--- src/rtl/wshb_sdram_arbiter_pkg.sv ---
// Shared types for the two-master Wishbone SDRAM arbiter.
// Optional burst limit is enabled with the WSHB_ARB_BURST_LIMIT_EN macro (see top).
package wshb_arb_pkg;

   typedef enum logic [1:0] {
      IDLE = 2'd0,
      GNT0 = 2'd1,
      GNT1 = 2'd2
   } arb_state_t;

   localparam int N_REQ = 2;

endpackage

--- src/rtl/wshb_sdram_arbiter_if.sv ---
// Classic Wishbone bus bundle shared by the two requesters and the SDRAM slave port.
// The master modport drives the request side; the slave modport drives the response side.
interface wshb_if
   import wshb_arb_pkg::*;
#(
   parameter int DATA_BYTES = 4,
   parameter int ADR_W      = 32
);
   logic                    cyc;
   logic                    stb;
   logic                    we;
   logic [ADR_W-1:0]        adr;
   logic [8*DATA_BYTES-1:0] dat_ms;
   logic [8*DATA_BYTES-1:0] dat_sm;
   logic [DATA_BYTES-1:0]   sel;
   logic [2:0]              cti;
   logic [1:0]              bte;
   logic                    ack;
   logic                    err;
   logic                    rty;

   modport master (
      output cyc, stb, we, adr, dat_ms, sel, cti, bte,
      input  dat_sm, ack, err, rty
   );

   modport slave (
      input  cyc, stb, we, adr, dat_ms, sel, cti, bte,
      output dat_sm, ack, err, rty
   );
endinterface

--- src/rtl/wshb_sdram_arbiter_rr_pick2.sv ---
// Combinational two-way round-robin pick: on a tie the port that did not win last goes next.
module rr_pick2
   import wshb_arb_pkg::*;
(
   input  logic [N_REQ-1:0] req,
   input  logic             last_gnt,
   output logic             pick_valid,
   output logic             pick_idx
);

   assign pick_valid = |req;
   assign pick_idx   = (&req) ? ~last_gnt : req[1];

endmodule

--- src/rtl/wshb_sdram_arbiter.sv ---
// Two-master round-robin arbiter in front of the SDRAM Wishbone slave; grant held per cycle.
// Define WSHB_ARB_BURST_LIMIT_EN to force release after MAX_BURST responses when the other port waits.
module wshb_sdram_arbiter
   import wshb_arb_pkg::*;
#(
   parameter int DATA_BYTES = 4,
   parameter int MAX_BURST  = 64,
   parameter int ADR_W      = 32
)(
   input  logic        sys_clk,
   input  logic        sys_rst,
   wshb_if.slave       wshb_ifs0,
   wshb_if.slave       wshb_ifs1,
   wshb_if.master      wshb_ifm,
   output logic [1:0]  grant
);

   if (MAX_BURST < 1) begin : g_bad_max_burst
      $error("MAX_BURST must be at least 1");
   end

   arb_state_t state_q, state_d;
   logic       last_gnt_q, last_gnt_d;
   logic       pick_valid, pick_idx;
   logic       limit_hit;

   rr_pick2 u_pick (
      .req        ({wshb_ifs1.cyc, wshb_ifs0.cyc}),
      .last_gnt   (last_gnt_q),
      .pick_valid (pick_valid),
      .pick_idx   (pick_idx)
   );

`ifdef WSHB_ARB_BURST_LIMIT_EN
   localparam int                 CNT_W    = $clog2(MAX_BURST + 1);
   localparam logic [CNT_W-1:0]   CNT_MAX  = CNT_W'(MAX_BURST);
   localparam logic [CNT_W-1:0]   CNT_LAST = CNT_W'(MAX_BURST - 1);

   logic [CNT_W-1:0] cnt_q, cnt_d;
   logic             slv_resp;
   logic             other_cyc;

   assign slv_resp  = wshb_ifm.ack | wshb_ifm.err | wshb_ifm.rty;
   assign other_cyc = (state_q == GNT0) ? wshb_ifs1.cyc : wshb_ifs0.cyc;
   // Pre-empt only on the response edge that completes the MAX_BURST-th transfer.
   assign limit_hit = (state_q != IDLE) && slv_resp && other_cyc && (cnt_q >= CNT_LAST);

   always_comb begin
      cnt_d = cnt_q;
      if (state_q == IDLE) begin
         cnt_d = '0;
      end else if (slv_resp && (cnt_q != CNT_MAX)) begin
         cnt_d = cnt_q + 1'b1;
      end
   end

   always_ff @(posedge sys_clk or posedge sys_rst) begin
      if (sys_rst) begin
         cnt_q <= '0;
      end else begin
         cnt_q <= cnt_d;
      end
   end
`else
   assign limit_hit = 1'b0;
`endif

   // NOTE: state registers use non-blocking assignments so every flop samples pre-edge values.
   always_ff @(posedge sys_clk or posedge sys_rst) begin
      if (sys_rst) begin
         state_q    <= IDLE;
         last_gnt_q <= 1'b1;
      end else begin
         state_q    <= state_d;
         last_gnt_q <= last_gnt_d;
      end
   end

   // NOTE: defaults first so no path through the case leaves a variable unassigned (no latch).
   always_comb begin
      state_d    = state_q;
      last_gnt_d = last_gnt_q;
      case (state_q)
         IDLE: begin
            if (pick_valid) begin
               state_d    = pick_idx ? GNT1 : GNT0;
               last_gnt_d = pick_idx;
            end
         end
         GNT0:    if (!wshb_ifs0.cyc || limit_hit) state_d = IDLE;
         GNT1:    if (!wshb_ifs1.cyc || limit_hit) state_d = IDLE;
         default: state_d = IDLE;
      endcase
   end

   logic                    mux_cyc, mux_stb, mux_we;
   logic [ADR_W-1:0]        mux_adr;
   logic [8*DATA_BYTES-1:0] mux_dat;
   logic [DATA_BYTES-1:0]   mux_sel;
   logic [2:0]              mux_cti;
   logic [1:0]              mux_bte;

   always_comb begin
      mux_cyc = 1'b0;
      mux_stb = 1'b0;
      mux_we  = 1'b0;
      mux_adr = '0;
      mux_dat = '0;
      mux_sel = '0;
      mux_cti = '0;
      mux_bte = '0;
      case (state_q)
         GNT0: begin
            mux_cyc = wshb_ifs0.cyc;
            mux_stb = wshb_ifs0.stb;
            mux_we  = wshb_ifs0.we;
            mux_adr = wshb_ifs0.adr;
            mux_dat = wshb_ifs0.dat_ms;
            mux_sel = wshb_ifs0.sel;
            mux_cti = wshb_ifs0.cti;
            mux_bte = wshb_ifs0.bte;
         end
         GNT1: begin
            mux_cyc = wshb_ifs1.cyc;
            mux_stb = wshb_ifs1.stb;
            mux_we  = wshb_ifs1.we;
            mux_adr = wshb_ifs1.adr;
            mux_dat = wshb_ifs1.dat_ms;
            mux_sel = wshb_ifs1.sel;
            mux_cti = wshb_ifs1.cti;
            mux_bte = wshb_ifs1.bte;
         end
         default: ;
      endcase
   end

   assign wshb_ifm.cyc    = mux_cyc;
   assign wshb_ifm.stb    = mux_stb;
   assign wshb_ifm.we     = mux_we;
   assign wshb_ifm.adr    = mux_adr;
   assign wshb_ifm.dat_ms = mux_dat;
   assign wshb_ifm.sel    = mux_sel;
   assign wshb_ifm.cti    = mux_cti;
   assign wshb_ifm.bte    = mux_bte;

   assign grant = {state_q == GNT1, state_q == GNT0};

   assign wshb_ifs0.ack    = wshb_ifm.ack & grant[0];
   assign wshb_ifs0.err    = wshb_ifm.err & grant[0];
   assign wshb_ifs0.rty    = wshb_ifm.rty & grant[0];
   assign wshb_ifs0.dat_sm = wshb_ifm.dat_sm;
   assign wshb_ifs1.ack    = wshb_ifm.ack & grant[1];
   assign wshb_ifs1.err    = wshb_ifm.err & grant[1];
   assign wshb_ifs1.rty    = wshb_ifm.rty & grant[1];
   assign wshb_ifs1.dat_sm = wshb_ifm.dat_sm;

endmodule

--- src/flat_wrapper.sv ---
// flat-port wrapper written by rule: the top's interface ports become plain ports
module wshb_sdram_arbiter_flat import wshb_arb_pkg::*;
#(
   parameter int DATA_BYTES = 4,
   parameter int MAX_BURST  = 64,
   parameter int ADR_W      = 32
)
  (sys_clk, sys_rst, grant, wshb_ifs0_cyc, wshb_ifs0_stb, wshb_ifs0_we, wshb_ifs0_adr, wshb_ifs0_dat_ms, wshb_ifs0_sel, wshb_ifs0_cti, wshb_ifs0_bte, wshb_ifs0_dat_sm, wshb_ifs0_ack, wshb_ifs0_err, wshb_ifs0_rty, wshb_ifs1_cyc, wshb_ifs1_stb, wshb_ifs1_we, wshb_ifs1_adr, wshb_ifs1_dat_ms, wshb_ifs1_sel, wshb_ifs1_cti, wshb_ifs1_bte, wshb_ifs1_dat_sm, wshb_ifs1_ack, wshb_ifs1_err, wshb_ifs1_rty, wshb_ifm_cyc, wshb_ifm_stb, wshb_ifm_we, wshb_ifm_adr, wshb_ifm_dat_ms, wshb_ifm_sel, wshb_ifm_cti, wshb_ifm_bte, wshb_ifm_dat_sm, wshb_ifm_ack, wshb_ifm_err, wshb_ifm_rty);
  wshb_if #(.DATA_BYTES(DATA_BYTES), .ADR_W(ADR_W)) wshb_ifs0_i ();
  wshb_if #(.DATA_BYTES(DATA_BYTES), .ADR_W(ADR_W)) wshb_ifs1_i ();
  wshb_if #(.DATA_BYTES(DATA_BYTES), .ADR_W(ADR_W)) wshb_ifm_i ();
  input  logic sys_clk;
  input  logic sys_rst;
  output logic [1:0] grant;
  input wire logic [$bits(wshb_ifs0_i.cyc)-1:0] wshb_ifs0_cyc;
  input wire logic [$bits(wshb_ifs0_i.stb)-1:0] wshb_ifs0_stb;
  input wire logic [$bits(wshb_ifs0_i.we)-1:0] wshb_ifs0_we;
  input wire logic [$bits(wshb_ifs0_i.adr)-1:0] wshb_ifs0_adr;
  input wire logic [$bits(wshb_ifs0_i.dat_ms)-1:0] wshb_ifs0_dat_ms;
  input wire logic [$bits(wshb_ifs0_i.sel)-1:0] wshb_ifs0_sel;
  input wire logic [$bits(wshb_ifs0_i.cti)-1:0] wshb_ifs0_cti;
  input wire logic [$bits(wshb_ifs0_i.bte)-1:0] wshb_ifs0_bte;
  output wire logic [$bits(wshb_ifs0_i.dat_sm)-1:0] wshb_ifs0_dat_sm;
  output wire logic [$bits(wshb_ifs0_i.ack)-1:0] wshb_ifs0_ack;
  output wire logic [$bits(wshb_ifs0_i.err)-1:0] wshb_ifs0_err;
  output wire logic [$bits(wshb_ifs0_i.rty)-1:0] wshb_ifs0_rty;
  input wire logic [$bits(wshb_ifs1_i.cyc)-1:0] wshb_ifs1_cyc;
  input wire logic [$bits(wshb_ifs1_i.stb)-1:0] wshb_ifs1_stb;
  input wire logic [$bits(wshb_ifs1_i.we)-1:0] wshb_ifs1_we;
  input wire logic [$bits(wshb_ifs1_i.adr)-1:0] wshb_ifs1_adr;
  input wire logic [$bits(wshb_ifs1_i.dat_ms)-1:0] wshb_ifs1_dat_ms;
  input wire logic [$bits(wshb_ifs1_i.sel)-1:0] wshb_ifs1_sel;
  input wire logic [$bits(wshb_ifs1_i.cti)-1:0] wshb_ifs1_cti;
  input wire logic [$bits(wshb_ifs1_i.bte)-1:0] wshb_ifs1_bte;
  output wire logic [$bits(wshb_ifs1_i.dat_sm)-1:0] wshb_ifs1_dat_sm;
  output wire logic [$bits(wshb_ifs1_i.ack)-1:0] wshb_ifs1_ack;
  output wire logic [$bits(wshb_ifs1_i.err)-1:0] wshb_ifs1_err;
  output wire logic [$bits(wshb_ifs1_i.rty)-1:0] wshb_ifs1_rty;
  output wire logic [$bits(wshb_ifm_i.cyc)-1:0] wshb_ifm_cyc;
  output wire logic [$bits(wshb_ifm_i.stb)-1:0] wshb_ifm_stb;
  output wire logic [$bits(wshb_ifm_i.we)-1:0] wshb_ifm_we;
  output wire logic [$bits(wshb_ifm_i.adr)-1:0] wshb_ifm_adr;
  output wire logic [$bits(wshb_ifm_i.dat_ms)-1:0] wshb_ifm_dat_ms;
  output wire logic [$bits(wshb_ifm_i.sel)-1:0] wshb_ifm_sel;
  output wire logic [$bits(wshb_ifm_i.cti)-1:0] wshb_ifm_cti;
  output wire logic [$bits(wshb_ifm_i.bte)-1:0] wshb_ifm_bte;
  input wire logic [$bits(wshb_ifm_i.dat_sm)-1:0] wshb_ifm_dat_sm;
  input wire logic [$bits(wshb_ifm_i.ack)-1:0] wshb_ifm_ack;
  input wire logic [$bits(wshb_ifm_i.err)-1:0] wshb_ifm_err;
  input wire logic [$bits(wshb_ifm_i.rty)-1:0] wshb_ifm_rty;
  assign wshb_ifs0_i.cyc = wshb_ifs0_cyc;
  assign wshb_ifs0_i.stb = wshb_ifs0_stb;
  assign wshb_ifs0_i.we = wshb_ifs0_we;
  assign wshb_ifs0_i.adr = wshb_ifs0_adr;
  assign wshb_ifs0_i.dat_ms = wshb_ifs0_dat_ms;
  assign wshb_ifs0_i.sel = wshb_ifs0_sel;
  assign wshb_ifs0_i.cti = wshb_ifs0_cti;
  assign wshb_ifs0_i.bte = wshb_ifs0_bte;
  assign wshb_ifs0_dat_sm = wshb_ifs0_i.dat_sm;
  assign wshb_ifs0_ack = wshb_ifs0_i.ack;
  assign wshb_ifs0_err = wshb_ifs0_i.err;
  assign wshb_ifs0_rty = wshb_ifs0_i.rty;
  assign wshb_ifs1_i.cyc = wshb_ifs1_cyc;
  assign wshb_ifs1_i.stb = wshb_ifs1_stb;
  assign wshb_ifs1_i.we = wshb_ifs1_we;
  assign wshb_ifs1_i.adr = wshb_ifs1_adr;
  assign wshb_ifs1_i.dat_ms = wshb_ifs1_dat_ms;
  assign wshb_ifs1_i.sel = wshb_ifs1_sel;
  assign wshb_ifs1_i.cti = wshb_ifs1_cti;
  assign wshb_ifs1_i.bte = wshb_ifs1_bte;
  assign wshb_ifs1_dat_sm = wshb_ifs1_i.dat_sm;
  assign wshb_ifs1_ack = wshb_ifs1_i.ack;
  assign wshb_ifs1_err = wshb_ifs1_i.err;
  assign wshb_ifs1_rty = wshb_ifs1_i.rty;
  assign wshb_ifm_cyc = wshb_ifm_i.cyc;
  assign wshb_ifm_stb = wshb_ifm_i.stb;
  assign wshb_ifm_we = wshb_ifm_i.we;
  assign wshb_ifm_adr = wshb_ifm_i.adr;
  assign wshb_ifm_dat_ms = wshb_ifm_i.dat_ms;
  assign wshb_ifm_sel = wshb_ifm_i.sel;
  assign wshb_ifm_cti = wshb_ifm_i.cti;
  assign wshb_ifm_bte = wshb_ifm_i.bte;
  assign wshb_ifm_i.dat_sm = wshb_ifm_dat_sm;
  assign wshb_ifm_i.ack = wshb_ifm_ack;
  assign wshb_ifm_i.err = wshb_ifm_err;
  assign wshb_ifm_i.rty = wshb_ifm_rty;
  wshb_sdram_arbiter #(.DATA_BYTES(DATA_BYTES), .MAX_BURST(MAX_BURST), .ADR_W(ADR_W)) u_core (.sys_clk(sys_clk), .sys_rst(sys_rst), .wshb_ifs0(wshb_ifs0_i), .wshb_ifs1(wshb_ifs1_i), .wshb_ifm(wshb_ifm_i), .grant(grant));
endmodule
--- config.mk ---
export PLATFORM = sky130hd
export DESIGN_NAME = wshb_sdram_arbiter_flat
export DESIGN_NICKNAME = d
export VERILOG_FILES = /design/src/rtl/wshb_sdram_arbiter_pkg.sv /design/src/rtl/wshb_sdram_arbiter_if.sv /design/src/rtl/wshb_sdram_arbiter_rr_pick2.sv /design/src/rtl/wshb_sdram_arbiter.sv /design/src/flat_wrapper.sv
export SDC_FILE = /design/constraint.sdc
export NUM_CORES = 1
export LEC_CHECK = 0
export ABC_AREA = 1
export CAP_MARGIN = 10
export CORE_AREA = 2 2 132 134
export CTS_BUF_LIST = sky130_fd_sc_hd__clkbuf_4
export CTS_CLUSTER_SIZE = 25
export DETAILED_ROUTE_END_ITERATION = 8
export DIE_AREA = 0 0 134 136
export DONT_BUFFER_PORTS = 1
export PLACE_DENSITY = 0.3
export SETUP_SLACK_MARGIN = 0.02
export SLEW_MARGIN = 20
export SYNTH_ARGS = -nofsm -noshare
export SYNTH_HDL_FRONTEND = slang
export SYNTH_SLANG_ARGS = --single-unit
--- constraint.sdc ---
create_clock -name sys_clk -period 1.32 [get_ports sys_clk]
set_clock_uncertainty 0.15 [all_clocks]
set_input_delay 0.066 -clock sys_clk [delete_from_list [all_inputs] [get_ports sys_clk]]
set_output_delay 0.066 -clock sys_clk [all_outputs]
set_load 0.03 [all_outputs]
After elaboration in Yosys (flattened, before gate mapping)
Index checks and enable logic that the tools add are counted.
- multipliers: 0
- reduce and logical (&&, ||, !) cells: 5
- mux-type cells: 14
- div/mod/pow operators: 0
- add/subtract/negate cells: 0
- bitwise gates (word level): 7
- shifts and indexed selects: 0
- equality and inequality tests: 5
- $lt $le $gt $ge: 0
- operators with widths (operator ; count):
    32-bit case mux with 2 select lines ; 2
    2-bit 2-to-1 mux ; 4
    4-bit case mux with 2 select lines ; 1
    1-bit AND ; 6
    1-bit case mux with 2 select lines ; 3
    2-bit case mux with 3 select lines ; 1
    3-bit case mux with 2 select lines ; 1
    2-bit inequality test (second input constant) ; 2
    2-bit case mux with 2 select lines ; 1
    2-bit AND reduction ; 2
    3-bit AND reduction ; 1
    2-bit by 1-bit equality test with 1-bit output (second input constant) ; 1
    2-bit equality test (second input constant) ; 1
    2-bit logical NOT ; 1
    2-bit by 1-bit inequality test with 1-bit output (second input constant) ; 1
    2-bit OR reduction ; 1
    1-bit 2-to-1 mux ; 1
    1-bit NOT ; 1
- word-level logic and storage cells: 33
- flip-flop bits (word level): 3
- output and inout bits: 148
- bits in latches: 0
- memories kept: 0
- bits in read-only memories: 0
- input bits: 189
- RAM bits: 0

Depth between registers and ports, before layout
- depth in word-level cells: 5
- mapped depth: 9

Hierarchy
Synthesis repeated with hierarchy kept, for this count alone.
- cells, all modules: 361
- area total of the unflattened synthesis: 1925.6 sq um
- by module, submodules not included (module ; area each (sq um) ; seq. area each (sq um) ; times used ; cells an instance):
    wshb_sdram_arbiter ; 1910.6 ; 76.3 ; 1 ; 358
    rr_pick2 ; 15.0 ; 0.0 ; 1 ; 3

Least setup slack after synthesis
No wires, ideal clock.
- path kind: reg2out
- start: reg u_core.state_q[1]
- end: out wshb_ifm_dat_ms[14]
- slack: -687 ps
- path buffers: 3
- data required time: 1104 ps
- cell stages (with the launch flop): 8
- data arrival time: 1791 ps
- cell sequence: dfrtp_1 -> inv_1 -> ha_1 -> buf_4 -> buf_8 -> buf_6 -> nand2_1 -> a21oi_1
- word-level cells in the longest chain between the ends: 2
- elaborated cells between the ends (all ways): 3
- those cells by class: eq/ne: 2; mux: 1
- RTL lines (what ; line ; text):
    start: declaration ; wshb_sdram_arbiter.sv:22 ; arb_state_t state_q, state_d;
    start signal: assignment ; wshb_sdram_arbiter.sv:74 ; state_q <= state_d;
    2-bit by 1-bit equality test with 1-bit output ; n/a ;
    net grant[0] ; flat_wrapper.sv:14 ; output logic [1:0] grant;
    32-bit case mux with 2 select lines ; wshb_sdram_arbiter.sv:112 ; case (state_q)
    end: declaration ; flat_wrapper.sv:43 ; output wire logic [$bits(wshb_ifm_i.dat_ms)-1:0] wshb_ifm_dat_ms;
The timed path passes the listed nets, and every way through them passes these cells.

Worst setup path after layout
- start: reg u_core.state_q[0]
- end: out wshb_ifm_dat_ms[26]
- word-level cells in the longest chain between the ends: 2
- elaborated cells between the ends (all ways): 3
- those cells by class: eq/ne: 2; mux: 1
- RTL lines (what ; line):
    2-bit equality test / 2-bit by 1-bit equality test with 1-bit output (equally long branches) ; wshb_sdram_arbiter.sv:112
    32-bit case mux with 2 select lines (*) ; wshb_sdram_arbiter.sv:112
Mark *: on every way between the ends. The rest lies on a longest branch, timed or not.

==> run_results.csv <==
group,metric,value,unit
outcome,failed_checks,"negative setup slack",
synth,syn_avg_cell_area,5.18,sq um
floorplan,rows,48,
place,hpwl,7.04,mm
pwr,p_leak,1.06,nW
layout,drive_gt1_share,51.4,%
synth,synth_flop_cell,"dfrtp_1",
synth,yosysUniqueCellTypes,14,
place,port_buffers,0,
worst_setup_path,crit_chain,"inv_2, buf_6, ha_4, buf_12, clkbuf_16, nand2_2, a21oi_4",
sta,max_slew_margin,54.8,%
drt,drt_first_pass_iters,5,
clock_tree,cts.path.max_buffers,2,
synth,synth_area_leader_cell,"nand2_1",
grt,antenna_found_initial,0,
pwr,p_int,3.77,mW
sta,final_hold_viol_count,0,
synth,async_reset_ff_share,100,%
synth,synth.area.top_cells,"nand2_1 34%, buf_4 29%, a21oi_1 20%",
pwr,p_clk_share,1.8,%
clock_tree,cts-htree-levels,1,
synth,synthTopCellsByCount,"167 x nand2_1, 75 x a21oi_1, 72 x buf_4",
synth,synth_warnings,0,
drt,top_layer_used,"met4",
synth,syn_inst,358,
layout,post-route-util,21.6,%
worst_setup_path,cp_slowest_cell,"dfrtp_1",
floorplan,die-area,18200,sq um
worst_setup_path,required,1100,ps
place,place_congestion,0.688,
layout,fin_nets,544,
sta,timing.fmax,546,MHz
synth,synthesis.area,1850,sq um
layout,stdcell_count,575,
sta,worstMarginPinSlew,676,ps
floorplan,initial_core_util,11.0,%
synth,synth_fp_nets,551,
worst_setup_path,endpoint_kind,"output port",
grt,globalRouteTotalUtil,7.82,%
outcome,outcome,"complete, but fails checks",
synth,ys_seq_area_share,4.12,%
clock_tree,insertion_delay,240,ps
sta,setup_ws,-512,ps
sta,fin_setup_tns,-40290,ps
synth,synth_edf_count,0,
drt,viasPerCell,4.06,
worst_setup_path,crit_fanout,7,
grt,grt_max_degree,41,
clock_tree,path_clk_slew,50,ps
floorplan,die_h,136,microns
worst_setup_path,critical_path_class,"register to output port",
job,maxCapViolations,0,
synth,synth_top_area_share,33.8,%
sta,drv_slew,0,
pwr,comb_power_share,96.5,%
drt,m1WireLength,3.60,mm
synth,synth_most_common_cell,"nand2_1",
pwr,ir_drop,1.35,mV
grt,grt_overflow,0,
floorplan,ioPinCount,337,
drt,vias,2336,
pwr,switching_share,63.9,%
drt,wl_met3,720,microns
pwr,p_switching,6.67,mW
layout,antenna_cells,0,
pwr,report.power.total,10.4,mW
place,dpl.cell_count,520,
pwr,seq_power_share,1.7,%
clock_tree,clock-sinks,3,
sta,min_period_over_period,139,%
drt,antenna_left,0,
synth,ys_ff_latch,3,
worst_setup_path,critical_path_arrival,1620,ps
drt,routed_wl,10.3,mm
sta,rsz0062_at_grt,"yes",
layout,synthToLayoutAreaGrowth,97.0,%
pwr,power.density,2860,nW/um^2
grt,grt_pass1_vias,2109,
layout,stdcell_area,3650,sq um
worst_setup_path,setup.worst_path.start_class,"register",
clock_tree,root_buffer,"clkbuf_4",
drt,wl_per_cell,17.8,microns
sta,setup_violations,86,
worst_hold_path,hold_class,"input pin to asynchronous set/reset pin",
clock_tree,cts_buffers,3,
drt,first_iter_violations,47,
floorplan,die_x,134,microns
floorplan,coreArea,16900,sq um
sta,fin_crit,1830,ps
drt,wl_met2,5.91,mm
clock_tree,cts_tree,"built",
grt,grt_pass1_wl,11.4,mm
drt,drcViolationCount,0,
worst_setup_path,critPathMaxStageDelay,390,ps
place,place_area,2710,sq um
per-layer routing:
layer / GRT usage [%] / vias up
li1: - / 1046
met1: 7.44 / 1116
met2: 17.4 / 172
met3: 1.38 / 2
met4: 0.946 / 0
met5: 0 / -
path summary, 6_finish.rpt:
check                                   from  cells after the start             endpoint  slack [ps]
min in group sys_clk            wshb_ifm_rty                      2        wshb_ifs1_rty          90
setup reg to reg           u_core.state_q[1]                     11    u_core.state_q[1]        -400
max in group asynchronous            sys_rst                      3    u_core.state_q[0]         310
hold / removal                       sys_rst                      2    u_core.state_q[1]           9
hold reg to reg            u_core.last_gnt_q                      2    u_core.last_gnt_q         370
setup / recovery           u_core.state_q[0]                      7  wshb_ifm_dat_ms[26]        -510
sequential cells by signal (all words and copies together), names as in the netlist:
| register | count |
|---|---|
| u_core.state_q | 2 |
| u_core.last_gnt_q | 1 |
cell families after synthesis:
| family | count (synthesis) | share of synthesized area [%] |
|---|---|---|
| buffers and inverters | 101 | 37.2 |
| adder cells (fa/ha/maj) | 4 | 2.70 |
| flip-flops | 3 | 4.12 |
| AO/OA/AOI/OAI | 77 | 20.8 |
| AND/OR/NAND/NOR | 173 | 35.2 |
cells in the final DEF (no fill, tap or decap):
| cell type | count |
|---|---|
| a21oi_4 | 75 |
| buf_12 | 16 |
| buf_4 | 10 |
| buf_6 | 7 |
| buf_8 | 1 |
| clkbuf_16 | 7 |
| clkbuf_4 | 4 |
| dfrtp_1 | 2 |
| dfstp_2 | 1 |
| dlygate4sd3_1 | 36 |
| ha_1 | 1 |
| ha_4 | 3 |
| inv_1 | 2 |
| inv_2 | 2 |
| inv_4 | 4 |
| inv_6 | 4 |
| nand2_1 | 123 |
| nand2_2 | 30 |
| nand2_4 | 14 |
| nand3_1 | 1 |
| nand3_2 | 1 |
| nor2_1 | 3 |
| nor2_4 | 1 |
| o21ai_0 | 2 |
worst max-delay path: cells and delay by family (launching register included):
family | cells | cell delay (ps)
buffers and inverters | 4 | 500
DFF | 1 | 390
AOI/OAI and AO/OA | 1 | 250
adders and majority gates | 1 | 150
and+or+nand+nor | 1 | 70
final cells by class:
cell class,count,area (sq um)
Multi-Input combinational cell,254,2160
Fill cell,1847,13200
Clock buffer,4,30.0
Inverter,12,75.1
Tap cell,225,282
Sequential cell,3,76.3
Timing Repair Buffer,77,1020
power by group through the flow:
| stage | Combinational, mW | Clock, mW | Sequential, mW |
|---|---|---|---|
| 5_1_grt | 10.6 | 0.213 | 0.177 |
| 4_1_cts | 8.77 | 0.200 | 0.172 |
| 3_3_place_gp | 8.29 | 0 | 0.173 |
| 3_5_place_dp | 8.32 | 0 | 0.173 |
| 6_report | 10.1 | 0.192 | 0.172 |
| 2_1_floorplan | 7.51 | 0 | 0.190 |
timing repair:
action	CTS	global route
hold endpoints to repair	70	0
hold buffers	36	0
pin swaps	20	64
buffers inserted	0	5
gates cloned	0	10
resized for setup	14	72
setup endpoints to repair	86	87
per-stage QoR:
step                setup WS (ps)  hold WS, ps
floorplan                    -262         -331
global placement             -283         -298
detailed placement           -286         -300
CTS                          -555         4.25
global route                 -587         3.11
finish                       -512         8.80
Note: power is estimated with default switching activity, not from simulation.
